<file path="config.mk">
export PLATFORM = sky130hd
export DESIGN_NAME = gcd_multi
export DESIGN_NICKNAME = d
export VERILOG_FILES = /design/src/rtl/gcd_pkg.sv /design/src/rtl/gcd_step.sv /design/src/rtl/gcd_multi.sv
export SDC_FILE = /design/constraint.sdc
export NUM_CORES = 1
export LEC_CHECK = 0
export BUFFER_PORTS_ARGS = -buffer_cell sky130_fd_sc_hd__buf_2
export CAP_MARGIN = 5
export CORE_MARGIN = 5
export CORE_UTILIZATION = 45
export CTS_BUF_LIST = sky130_fd_sc_hd__clkbuf_2
export CTS_CLUSTER_DIAMETER = 50
export DETAILED_ROUTE_END_ITERATION = 10
export PLACE_DENSITY = 0.71
export SLEW_MARGIN = 10
export SYNTH_ARGS = -nofsm -noshare
export SYNTH_HDL_FRONTEND = slang
export SYNTH_SLANG_ARGS = --single-unit
</file>
<file path="constraint.sdc">
create_clock -name clk -period 4.5 [get_ports clk]
set_input_delay 1.125 -clock clk [delete_from_list [all_inputs] [get_ports clk]]
set_output_delay 1.125 -clock clk [all_outputs]
set_load 0.005 [all_outputs]
</file>
<file path="src/rtl/gcd_pkg.sv">
// gcd_pkg: shared FSM state and algorithm-select types for the gcd_multi engine
package gcd_pkg;
  typedef enum logic [1:0] {IDLE, BUSY, DONE} gcd_state_t;
  typedef enum logic {MODE_EUCLID = 1'b0, MODE_BINARY = 1'b1} gcd_mode_t;
endpackage

</file>
<file path="src/rtl/gcd_step.sv">
// gcd_step: one combinational Euclid/Stein step (a, b, mode -> next_a, next_b, inc_k, term)
module gcd_step
  import gcd_pkg::*;
#(
  parameter int WIDTH = 32
) (
  input  logic [WIDTH-1:0] a,
  input  logic [WIDTH-1:0] b,
  input  gcd_mode_t        mode,
  output logic [WIDTH-1:0] next_a,
  output logic [WIDTH-1:0] next_b,
  output logic             inc_k,
  output logic             term
);
  logic [WIDTH-1:0] diff_ab, diff_ba;
  logic euclid, even_a, even_b, a_gt_b, a_ge_b;
  assign diff_ab = a - b;
  assign diff_ba = b - a;
  assign euclid  = mode == MODE_EUCLID;
  assign even_a  = !a[0];
  assign even_b  = !b[0];
  assign a_gt_b  = a > b;
  assign a_ge_b  = a >= b;
  assign term    = a == '0 || b == '0 || (euclid && a == b);
  assign inc_k   = !euclid && even_a && even_b;
  assign next_a  = euclid ? (a_gt_b ? diff_ab : a) :
                   even_a ? a >> 1 :
                   even_b ? a :
                   a_ge_b ? diff_ab >> 1 : a;
  assign next_b  = euclid ? (a_gt_b ? b : diff_ba) :
                   even_b ? b >> 1 :
                   even_a ? b :
                   a_ge_b ? b : diff_ba >> 1;
endmodule

</file>
<file path="src/rtl/gcd_multi.sv">
// gcd_multi: start/done gcd engine (clk, reset, start, mode, a_in, b_in -> ready, done, result, cycles)
module gcd_multi
  import gcd_pkg::*;
#(
  parameter int WIDTH = 32
) (
  input  logic             clk,
  input  logic             reset,
  input  logic             start,
  input  logic             mode,
  input  logic [WIDTH-1:0] a_in,
  input  logic [WIDTH-1:0] b_in,
  output logic             ready,
  output logic             done,
  output logic [WIDTH-1:0] result,
  output logic [WIDTH-1:0] cycles
);
  localparam int KW = $clog2(WIDTH) + 1;
  gcd_state_t state, state_n;
  gcd_mode_t md;
  logic [WIDTH-1:0] a, b, cnt, cnt_inc, next_a, next_b;
  logic [KW-1:0] k;
  logic inc_k, term;
  gcd_step #(.WIDTH(WIDTH)) u_step (
    .a     (a),
    .b     (b),
    .mode  (md),
    .next_a(next_a),
    .next_b(next_b),
    .inc_k (inc_k),
    .term  (term)
  );
  assign cnt_inc = &cnt ? cnt : cnt + 1'b1;
  always_comb begin
    state_n = state == IDLE ? (start ? BUSY : IDLE) :
              state == BUSY ? (term ? DONE : BUSY) : IDLE;
  end
  always_ff @(posedge clk) begin
    if (reset) begin
      state  <= IDLE;
      ready  <= 1'b1;
      done   <= 1'b0;
      result <= '0;
      cycles <= '0;
      a      <= '0;
      b      <= '0;
      cnt    <= '0;
      k      <= '0;
      md     <= MODE_EUCLID;
    end else begin
      state <= state_n;
      ready <= state_n == IDLE;
      done  <= state_n == DONE;
      if (state == IDLE && start) begin
        a   <= a_in;
        b   <= b_in;
        md  <= gcd_mode_t'(mode);
        k   <= '0;
        cnt <= '0;
      end else if (state == BUSY) begin
        cnt <= cnt_inc;
        if (term) begin
          result <= (a | b) << k;
          cycles <= cnt_inc;
        end else begin
          a <= next_a;
          b <= next_b;
          k <= k + KW'(inc_k);
        end
      end
    end
  end
endmodule

</file>
* Yosys cells after proc, flatten, opt, wreduce, memory -nomap -nowiden
Index checks and enable logic that the tools add are counted.
** Operators by class
- Bitwise operators :: 4
- Shift-type cells :: 1
- Reductions and logical operators :: 22
- $add $sub $neg :: 4
- Mux-type cells :: 21
- Equality and inequality tests :: 9
- Magnitude comparators :: 2
** Operator list (count)
- 32-bit 2-to-1 mux :: 17
- 32-bit logical NOT :: 2
- 32-bit subtractor :: 2
- 32-bit by 1-bit adder with 32-bit output (second input constant) :: 1
- 32-bit == test :: 1
- 32-bit >= comparator :: 1
- 32-bit > comparator :: 1
- 32-bit bitwise OR :: 1
- 32-bit AND reduction :: 1
- 32-bit by 6-bit << shifter with 32-bit output :: 1
- 5-bit AND reduction :: 2
- 3-bit AND reduction :: 3
- 4-bit by 3-bit inequality test with 1-bit output (second input constant) :: 2
- 6-bit by 1-bit adder with 6-bit output :: 1
- 2-bit 2-to-1 mux :: 3
- 1-bit logical AND :: 4
- 2-bit logical NOT :: 2
- 4-bit by 2-bit inequality test with 1-bit output (second input constant) :: 1
- 4-bit inequality test (second input constant) :: 1
- 3-bit inequality test (second input constant) :: 1
- 1-bit inverter :: 3
- 3-bit nonzero test :: 1
- 2-bit by 1-bit == test with 1-bit output (second input constant) :: 1
- 2-bit == test (second input constant) :: 1
- other kinds (7) :: 9
** Storage, ports and cells
- Input port bits :: 68
- Output and inout port bits :: 66
- Logic and storage cells :: 75
- Register bits :: 171

* Logic depth before layout (Yosys ltp)
- Depth after elaboration :: 8
- Mapped depth :: 15
- Depth with buffers taken out :: 12

* Modules after synthesis
From an unflattened synthesis, not the netlist that was laid out.
** Second synthesis, totals
- Cells, all modules :: 2168
- Area, all modules :: 15717.6 sq um
** By module, submodules not included
- gcd_multi :: sequential area each 3423.3 sq um, times used 1, area an instance 9557.9 sq um, cells each 1162
- gcd_step :: sequential area each 0.0 sq um, times used 1, area an instance 6159.7 sq um, cells each 1006

* Worst setup path before layout
Ideal clock, no wire load.
- Path type :: register -> register
- Start point :: register a[0]
- End point :: register a[31]
- Clock period less this slack :: 3652 ps
- Stages on the path, launching flop included :: 16
- Path slack :: 848 ps
- Data required time :: 4367 ps
- Arrival :: 3519 ps
- Buffers on the path :: 3
- Setup time :: 133 ps
- Path through :: dfxtp_1 > clkbuf_1 > clkinv_1 > ha_1 > fa_1 > nor3_1 > o31ai_1 > a31oi_1 > o31ai_2 > a2111oi_2 > nor3_4 > or2_1 > buf_6 > buf_8 > a221oi_2 > a211oi_2
** On the way
- Longest elaborated chain between the ends :: 6
- Elaborated cells between the ends (all ways) :: 19
- Classes of those cells :: 1 x add/sub; 2 x order compare; 4 x eq/ne; 6 x mux; 6 x reduce/logical
** Ends and longest elaborated chain
- from (decl) :: RTL line gcd_multi.sv:21 : logic [WIDTH-1:0] a, b, cnt, cnt_inc, next_a, next_b;
- from (signal assigned) :: RTL line gcd_multi.sv:55 : a <= a_in;
- from (signal assigned) :: RTL line gcd_multi.sv:66 : a <= next_a;
- 32-bit subtractor :: RTL line gcd_step.sv:17 : assign diff_ab = a - b;
- 32-bit 2-to-1 mux (2 in a row) :: RTL line gcd_step.sv:26 : assign next_a = euclid ? (a_gt_b ? diff_ab : a) :
- 32-bit 2-to-1 mux :: RTL line gcd_multi.sv:62 : if (term) begin
- 32-bit 2-to-1 mux :: RTL line gcd_multi.sv:60 : end else if (state == BUSY) begin
- 32-bit 2-to-1 mux :: RTL line gcd_multi.sv:54 : if (state == IDLE && start) begin
Several ways; a longest one is shown, not always the timed one. The select of a mux whose other input is x is not followed.
A chain may end at the register's enable or synchronous reset.

* Final worst setup path
- Start point :: register a[22]
- End point :: register a[13]
** On the way
- Longest elaborated chain between the ends :: 5
- Elaborated cells between the ends (all ways) :: 11
- Classes of those cells :: 2 x order compare; 3 x eq/ne; 6 x reduce/logical
** Ends and longest elaborated chain
- parallel branches: the longest is 4 deep, another holds 32-bit >= comparator
- 5-bit AND reduction (no line) *
Mark *: on every way between the ends.

==> results.cfg <==
[setup_path]
worstPathArrival_ns = 5.09
crit_type = reg -> reg
crit_chain = inv_1 > ha_1 > or4_4 > nand2b_4 > or4_1 > clkinv_2 > a2111oi_2 > nor3_4 > or2_2 > buf_4 > a21oi_2 > a221oi_2
slowest_stage = or4_1
start_kind = register
cpPeakStageDelay_ns = 0.70
crit_fanout = 26
r2r-start = a[22]$_SDFFE_PP0P_
crit_start = a[22]$_SDFFE_PP0P_
path_buf_inv = 3
worstPathRequired_ns = 5.29
reg2reg_slack_ns = 0.20
critPathCaptureType = register
cp_top_family = simple AND/OR/NAND/NOR gates

[sta]
rsz0062_at_grt = false
max_slew_margin = 0.215
whs_ns = 0.419
worstMarginPinSlew_ns = 1.17
setup_viol = 0
finalHoldViolations = 0
finalSetupTns_ns = 0
finalCritPeriodShare = 0.955
slew_viol_final = 0
timing.fmax_mhz = 233
fin_crit_ns = 4.30
fin_worst_skew_ns = 0.111

[run_status]
status = completed

[clock_tree]
clk_pin_slew_worst_paths_ns = 0.38
cts_resized = 0
h-tree-depth = 4
ctsRootBufferMaster = clkbuf_2
cts_made_buffers = 17
cts_setup_buffers = 0
cts_tree = built
cts_hold_buffers = 0
clockBufferDepth = 2
cts_sinks = 171
insertion_delay_ns = 0.91

[logic_synthesis]
syn_area_per_cell_um2 = 7.74
synth_nets = 1967
synthTopCellsByArea = dfxtp_1 (25%), ha_1 (8.8%), nor2_1 (5.7%)
netlist.area_leader.share = 0.246
syn_inst = 1799
synth_edf_count = 0
synth.yosys.seq_area_share = 0.246
ys_seq_elements = 171
synth_largest_area_cell = dfxtp_1
ys_async_sr_fraction = 0
ys_warn_count = 0
yosysUniqueCellTypes = 88
synthFlopType = dfxtp_1
syn_area_um2 = 13900

[power_and_ir_drop]
p_leak_nw = 5.84
ir_worst_vdd_mv = 0.386
total_power_mw = 13.2
p_per_area_nw_per_um2 = 866

[grt]
grt_pass1_wl_mm = 77.0
grt_usage = 0.283
use_met1 = 0.390
antenna_found_initial = 2
grt_overflow = 0
grt-busiest-layer = met2
grt_max_degree = 73
grt_pass1_vias = 13400
grt.met3_usage = 0.0438
grt_use_met2 = 0.446

[place]
dp_hpwl_mm = 38.6
portBuffers = 133
place.gp.congestion = 1.04
dp_cells = 2252

[die]
placementRows = 64
die_w_um = 186
die_y_um = 186
start_util = 0.455
core_area_um2 = 30600
pin_count = 134
dieArea_um2 = 34600

[route]
drc = 0
wl_per_cell_um = 22.1
dr_total_vias = 14300
routed_wl_mm = 50.4
via_per_inst = 6.26
first_pass_iters = 8
ant_nets = 0
drtIter0Drc = 1506

[run]
drv_cap = 0

[min_path]
hold_path.class = in -> reg
hp-start = mode

[layout]
num-fill-cells = 3049
drive_above_1_share = 0.156
area_growth_pct = 9.40
post-route-util = 0.498
nNetsFinal = 2043
instances_no_fill = 2286
## flip-flops by register name, summed over array words and instances, names as in the netlist
signal	cells
cnt	32
cycles	32
result	32
done	1
k	6
a	32
b	32
md	1
state	2
ready	1
## path summary, 6_finish.rpt
check	to	cells after the start
max	a[13]$_SDFFE_PP0P_	12
min	md$_SDFFE_PP0P_	3
max reg2reg	a[13]$_SDFFE_PP0P_	12
min reg2reg	result[9]$_SDFFE_PP0P_	2
## layout make-up
cell class                 instances  area, µm²  share of cell area
clock inverter                    15        194              0.0127
multi-input combinational       1395       9550               0.627
clock buffer                      17       85.1             0.00559
inverter                         106        399              0.0262
tap                              396        495              0.0325
antenna                            2       5.00            0.000329
timing repair buffer             184       1080              0.0706
sequential                       171       3420               0.225
## placed cells by master (no fill, tap or decap), types with 6 or more instances in the layout
cell	instances
nand4_1	17
nand2b_1	12
nor3_1	23
nor2_1	210
nand2_1	163
nor2b_1	23
nand3_1	42
buf_4	50
xnor2_1	71
o21ai_0	86
a221oi_2	11
o221ai_1	6
o22ai_1	13
a21oi_1	115
mux4_2	10
nor4_1	35
and3_1	14
o211ai_1	14
dfxtp_1	170
a31oi_1	11
or2_2	9
a221oi_1	41
inv_1	102
a211oi_1	70
o21bai_1	10
clkbuf_2	17
a211oi_2	7
and2_1	8
a22oi_1	25
buf_2	132
mux2i_1	43
a21o_1	6
ha_1	98
or3_1	13
a222oi_1	17
o31ai_1	15
a311oi_1	18
xor2_1	44
mux2_2	14
## worst min-delay path, delay by kind of cell
family / cells / cell delay, ns
compound gates: 1 / 0.06
buf+inv: 1 / 0.11
simple gates: 1 / 0.06
## logic make-up after synthesis
group / Yosys count / share of synthesized area
adders and majority gates: 100 / 0.0910
xor gates and xnor gates: 115 / 0.0723
DFF: 171 / 0.246
muxes: 67 / 0.0584
and+or+nand+nor: 597 / 0.201
AOI/OAI and AO/OA: 516 / 0.262
buffers and inverters: 233 / 0.0689
## Yosys cell counts (all sizes together), types with 3 or more instances
master and number:
buf 39, nor2b 23, nand4 17, a221oi 52, dfxtp 171, inv 102
o211ai 14, xnor2 71, mux2i 43, and3 15, a31oi 12, o21a 5
clkbuf 88, mux4 10, nor2 215, nor3 25, a222oi 17, ha 98
or4 6, a21boi 3, a211oi 77, o21ai 89, nand3 42, o21ba 3
clkinv 4, or2 9, a2111oi 6, o221ai 6, nand2b 13, xor2 44
o21bai 10, nor4 38, a311oi 18, a21oi 117, o31ai 16, and2 10
or3 13, o311ai 4, mux2 14, nand2 163, a22oi 25, a21o 6
a211o 4, o22ai 13
## per-layer routing
layer | routed length, µm | vias to the layer above
met5 | 0 | -
met4 | 2090 | 0
met3 | 4200 | 127
met2 | 22400 | 705
met1 | 21700 | 6801
li1 | - | 6678
## per-stage QoR
stage               cell area (µm²)  worst slack (ns)
floorplan                     13900             0.848
global placement              14900             0.425
detailed placement            14900             0.368
CTS                           15200             0.284
global route                  15200            0.0445
finish                        15200             0.204
## where the power goes
part	total [mW]	switching, mW	leakage, nW	internal (mW)
clock network	0.966	0.719	0.157	0.247
registers	2.12	0.328	1.39	1.79
logic	10.1	6.33	4.29	3.78
Note: power is estimated with default switching activity, not from simulation.
